==> src/rtl/fb_write_port.sv <==
// Frame-buffer pixel-write responder: clips (x,y), forms y*FB_W+x and writes RGB565 through a granted memory port.
// Define FB_BLEND_EN for read-modify-write saturating additive blend; default build overwrites.
module fb_write_port #(
  parameter int unsigned FB_W   = 240,
  parameter int unsigned FB_H   = 320,
  parameter int unsigned ADDR_W = 17
) (
  input  logic              clock,
  input  logic              reset,
  input  logic [7:0]        fb_x_i,
  input  logic [8:0]        fb_y_i,
  input  logic [15:0]       fb_color_i,
  input  logic              fb_req_i,
  output logic              fb_ack_o,
  output logic              drop_o,
  output logic [ADDR_W-1:0] mem_addr_o,
  output logic [15:0]       mem_wdata_o,
  output logic              mem_we_o,
  output logic              mem_re_o,
  input  logic [15:0]       mem_rdata_i,
  input  logic              mem_gnt_i,
  output logic              busy_o
);

  typedef enum logic [2:0] {
    S_IDLE,
    S_DROP,
    S_WRITE
`ifdef FB_BLEND_EN
    , S_RD,
    S_MERGE
`endif
  } state_t;

  state_t            state_q, state_d;
  logic              ack_q, ack_d;
  logic              drop_q, drop_d;
  logic              we_q, we_d;
  logic              busy_q, busy_d;
  logic [ADDR_W-1:0] addr_q, addr_d;
  logic [15:0]       wdata_q, wdata_d;

  logic              in_range;
  logic [ADDR_W-1:0] pix_addr;

  assign in_range = (32'(fb_x_i) < FB_W) && (32'(fb_y_i) < FB_H);
  assign pix_addr = ADDR_W'(fb_y_i) * ADDR_W'(FB_W) + ADDR_W'(fb_x_i);

`ifdef FB_BLEND_EN
  logic re_q, re_d;

  function automatic logic [15:0] blend565(input logic [15:0] a, input logic [15:0] b);
    logic [5:0] r;
    logic [6:0] g;
    logic [5:0] bl;
    r  = {1'b0, a[15:11]} + {1'b0, b[15:11]};
    g  = {1'b0, a[10:5]}  + {1'b0, b[10:5]};
    bl = {1'b0, a[4:0]}   + {1'b0, b[4:0]};
    return {r[5] ? 5'h1F : r[4:0], g[6] ? 6'h3F : g[5:0], bl[5] ? 5'h1F : bl[4:0]};
  endfunction
`else
  logic unused_rdata;
  assign unused_rdata = ^mem_rdata_i;
`endif

  always_comb begin
    state_d = state_q;
    ack_d   = 1'b0;
    drop_d  = 1'b0;
    we_d    = 1'b0;
    addr_d  = addr_q;
    wdata_d = wdata_q;
`ifdef FB_BLEND_EN
    re_d    = 1'b0;
`endif
    case (state_q)
      S_IDLE: begin
        if (fb_req_i) begin
          ack_d   = 1'b1;
          wdata_d = fb_color_i;
          if (in_range) begin
            addr_d = pix_addr;
`ifdef FB_BLEND_EN
            state_d = S_RD;
            re_d    = 1'b1;
`else
            state_d = S_WRITE;
            we_d    = 1'b1;
`endif
          end else begin
            state_d = S_DROP;
            drop_d  = 1'b1;
          end
        end
      end
      S_DROP: state_d = S_IDLE;
      S_WRITE: begin
        // we_q is high for the whole stay in WRITE, so the grant alone commits
        if (mem_gnt_i) state_d = S_IDLE;
        else           we_d    = 1'b1;
      end
`ifdef FB_BLEND_EN
      S_RD: begin
        if (mem_gnt_i) state_d = S_MERGE;
        else           re_d    = 1'b1;
      end
      S_MERGE: begin
        wdata_d = blend565(mem_rdata_i, wdata_q);
        state_d = S_WRITE;
        we_d    = 1'b1;
      end
`endif
      default: state_d = S_IDLE;
    endcase
    busy_d = (state_d != S_IDLE);
  end

  always_ff @(posedge clock) begin
    if (reset) begin
      state_q <= S_IDLE;
      ack_q   <= 1'b0;
      drop_q  <= 1'b0;
      we_q    <= 1'b0;
      busy_q  <= 1'b0;
      addr_q  <= '0;
      wdata_q <= '0;
`ifdef FB_BLEND_EN
      re_q    <= 1'b0;
`endif
    end else begin
      state_q <= state_d;
      ack_q   <= ack_d;
      drop_q  <= drop_d;
      we_q    <= we_d;
      busy_q  <= busy_d;
      addr_q  <= addr_d;
      wdata_q <= wdata_d;
`ifdef FB_BLEND_EN
      re_q    <= re_d;
`endif
    end
  end

  assign fb_ack_o    = ack_q;
  assign drop_o      = drop_q;
  assign mem_we_o    = we_q;
  assign busy_o      = busy_q;
  assign mem_addr_o  = addr_q;
  assign mem_wdata_o = wdata_q;
`ifdef FB_BLEND_EN
  assign mem_re_o    = re_q;
`else
  assign mem_re_o    = 1'b0;
`endif

endmodule

==> config.mk <==
export PLATFORM = sky130hd
export DESIGN_NAME = fb_write_port
export DESIGN_NICKNAME = d
export VERILOG_FILES = /design/src/rtl/fb_write_port.sv
export SDC_FILE = /design/constraint.sdc
export NUM_CORES = 1
export LEC_CHECK = 0
export CORE_MARGIN = 8
export CORE_UTILIZATION = 40
export DETAILED_ROUTE_END_ITERATION = 10
export HOLD_SLACK_MARGIN = 0.1
export PLACE_DENSITY = 0.79
export SYNTH_ARGS = -nofsm -noshare
export SYNTH_HDL_FRONTEND = slang
export SYNTH_SLANG_ARGS = --single-unit
export TNS_END_PERCENT = 50
==> constraint.sdc <==
create_clock -name clock -period 10.6 [get_ports clock]
set_input_delay 1.59 -clock clock [delete_from_list [all_inputs] [get_ports clock]]
set_output_delay 1.59 -clock clock [all_outputs]
set_load 0.005 [all_outputs]
==> summary.md <==
| Metric | Value |
|---|---|
| Status | finished clean |
| Synth top area cells | dfxtp_1 (29%), fa_1 (11%), ha_1 (9.4%) |
| Share of layout cells above drive strength 1 | 6.97% |
| Worst reg-to-reg setup slack | 8670 ps |
| Io pins | 91 |
| First-pass GRT wire length | 11.9 mm |
| Hold Violations, Final | 0 |
| Synth cell types | 53 |
| DIE WIDTH | 99.6 µm |
| Crit path to | mem_addr_o[13] |
| Wire length per cell | 14.0 µm |
| Post-cts sizing count | 0 |
| Max-slew violation count | 0 |
| Detailed placer's ending HPWL | 5.63 mm |
| Sequential fraction of the synthesis area | 28.6% |
| Rel. slew slack | 49.8% |
| Worst Setup Start Kind | input port |
| Cell Pwr Density | 152 mW/mm² |
| Post-CTS Hold Buffers | 0 |
| Wirelength, routed | 6.95 mm |
| Core ar. | 0.00679 mm² |
| Worst Path Arrival | 5470 ps |
| Clock Latency Late Sink | 280 ps |
| Largest area contributor in the netlist | dfxtp_1 |
| Die Ht | 99.6 µm |
| Post-synth top area share | 28.6% |
| Simple-gate share of the synthesized area | 20.1% |
| Dominant synthesized flop cell | dfxtp_1 |
| Final min period | 5270 ps |
| GRT overflow | 0 |
| Reg2reg end | mem_addr_o[13] |
| M1 wire length | 2.70 mm |
| Top layer in use | met4 |
| Initial antenna violation count | 0 |
| CTS tree | built |
| Reg2Reg Launch Point | state_q[1] |
| Unrepaired setup endpoints after global routing | false |
| Vias | 2445 |
| Largest family of logic cells by synthesized area | adder cells |
| Post-synthesis xor/xnor area fraction | 3.45% |
| Clock root buffer | clkbuf_8 |
| Max-cap violation count | 0 |
| Met2 wire length | 3.91 mm |
| IO buf count | 73 |
| Final worst path period share | 49.7% |
| Mux contribution to synthesized area | 0.895% |
| Core Util, Final | 54.5% |
| Final Net Count | 491 |
| GPL Wtd Cong | 0.846 |
| Initial Util | 41.1% |
| DRC | 0 |
| Top-count cell post-synth | nand2_1 |
| CP Capture Type | register |
| CTS max path bufs | 2 |
| Row count | 30 |
| Lkg Pwr | 1.50 nW |
| Place WS | 5060 ps |
| Post-route clock skew | 5.96 ps |
| Placed Cells | 490 |
| Via/cell ratio | 4.91 |
| Synth async-reset ratio | 0% |
| Area growth syn-to-layout | 32.4% |
| Setup_tns | 0 ps |
| Diodes inserted | 0 |
| Gate Count Post-Synth | 330 |
| ANT nets after route | 0 |
| Vias in the first global route | 2562 |
| Critical path required time | 10810 ps |
| Cts bufs inserted | 5 |
| Fmax | 0.190 GHz |
| Setup CP Type | input port to register |
| Post-Syn Area | 0.00280 mm² |
| Synth Area in Compound Gates | 17.9% |
| Yosys warning count | 0 |
| DR WL met3 | 282 µm |
| Synth cell count leaders | nand2_1 (60), a21oi_1 (40), dfxtp_1 (40) |
| Clock transition at path regs | 80 ps |
| Synthesized flop and latch total | 40 |
| Final WS setup | 5330 ps |
| Pin count of the biggest net entering global routing | 39 |
| Final setup vio count | 0 |
| Drt initial violations | 118 |
| Actual slew at the worst max-slew pin | 751 ps |
| Type of the tightest min-delay check | register to register |
| Die area | 0.00992 mm² |
| Crit path max fanout | 4 |
| Adder-cell share of the synthesized area | 20.9% |
| Avg Inst Size Synth | 8.47 µm² |
| Non-filler instance count after layout | 498 |
| Clock sink count | 40 |
| VDD IR max | 70.4 µV |
| Crit path from | fb_y_i[0] |
| EDFF count, synth | 0 |
| H-Tree Level Count | 2 |
| Post-CTS setup buffer count | 0 |
| Total Routing Usage GR | 14.7% |
| Worst R2R Path Depth | 6 |
| Drt first pass iters | 5 |
where the power goes:
part | leakage (nW) | switching (W) | internal [W]
Sequential | 0.327 | 0.00000506 | 0.000160
Clock | 0.0645 | 0.0000507 | 0.0000831
Combinational | 1.11 | 0.000148 | 0.000118
cells by family (layout without fill, tap and decap cells):
family,after synthesis,after routing
simple gates,115,115
flops,40,40
xor+xnor,11,11
compound gates,77,77
mux,2,2
other cells,1,2
fa+ha+maj,37,37
buf+inv,47,118
stage by stage:
| stage | hold slack [ps] | power, W | cell area [µm²] |
|---|---|---|---|
| floorplan | 446 | 0.000364 | 2800 |
| global placement | 441 | 0.000423 | 3570 |
| detailed placement | 447 | 0.000432 | 3570 |
| CTS | 458 | 0.000568 | 3700 |
| global route | 480 | 0.000608 | 3700 |
| finish | 456 | 0.000564 | 3700 |
worst min path at each step:
stage | end | slack, ps | cells after the start | startpoint
6_report | mem_addr_o[3] | 460 | 2 | mem_addr_o[3]
3_3_place_gp | mem_addr_o[1] | 440 | 2 | mem_addr_o[1]
3_5_place_dp | mem_addr_o[4] | 450 | 2 | mem_addr_o[4]
2_1_floorplan | mem_addr_o[11] | 450 | 2 | mem_addr_o[11]
4_1_cts | mem_addr_o[4] | 460 | 2 | mem_addr_o[4]
5_1_grt | mem_addr_o[7] | 480 | 2 | mem_addr_o[7]
critical path: stages:
cell	delay [ps]
clkdlybuf4s50_1	480
fa_1	580
inv_1	60
fa_1	520
inv_1	60
ha_1	270
a211o_1	350
a2111oi_2	360
a311o_2	220
nand3_2	110
nor3_2	310
mux2_4	330
nor4_2	220
final cells by class:
class,instances,area [µm²]
repair buffers,76,753
flip-flops and latches,40,801
fillers,628,3090
well taps,96,120
inverters,34,128
clock buffers,7,96.3
multi-input cells,244,1770
clock inverters,1,30.0
per-layer routing:
| metal | GRT usage (%) | vias up |
|---|---|---|
| li1 | - | 1258 |
| met1 | 15.9 | 1142 |
| met2 | 28.4 | 41 |
| met3 | 2.93 | 4 |
| met4 | 3.38 | 0 |
| met5 | 0 | - |
placed cells by master, fill, tap and decap left out, types with 2 or more instances in the layout:
cell / Yosys / layout
a211o_1: 2 / 2
a211oi_1: 6 / 6
a211oi_2: 2 / 2
a21o_1: 6 / 6
a21oi_1: 40 / 40
and4_1: 2 / 2
buf_4: 1 / 3
clkbuf_8: 3 / 7
clkdlybuf4s50_1: 0 / 73
conb_1: 1 / 2
dfxtp_1: 40 / 40
fa_1: 16 / 16
ha_1: 21 / 21
inv_1: 34 / 34
nand2_1: 60 / 60
nand2b_1: 2 / 2
nand3_1: 6 / 6
nand3_2: 2 / 2
nand3b_1: 2 / 2
nor2_1: 19 / 19
nor3_1: 6 / 6
nor3b_1: 2 / 2
nor4_1: 2 / 2
nor4_2: 2 / 2
o2111ai_1: 2 / 2
o21a_1: 2 / 2
o21ai_0: 5 / 5
o21bai_1: 2 / 2
xnor2_1: 6 / 6
xor2_1: 5 / 5
registers in the layout (all words and copies together) (netlist names):
register     cells
fb_ack_o         1
drop_o           1
busy_o           1
mem_we_o         1
mem_addr_o      17
state_q          3
mem_wdata_o     16
(Power assumes the default switching activity.)
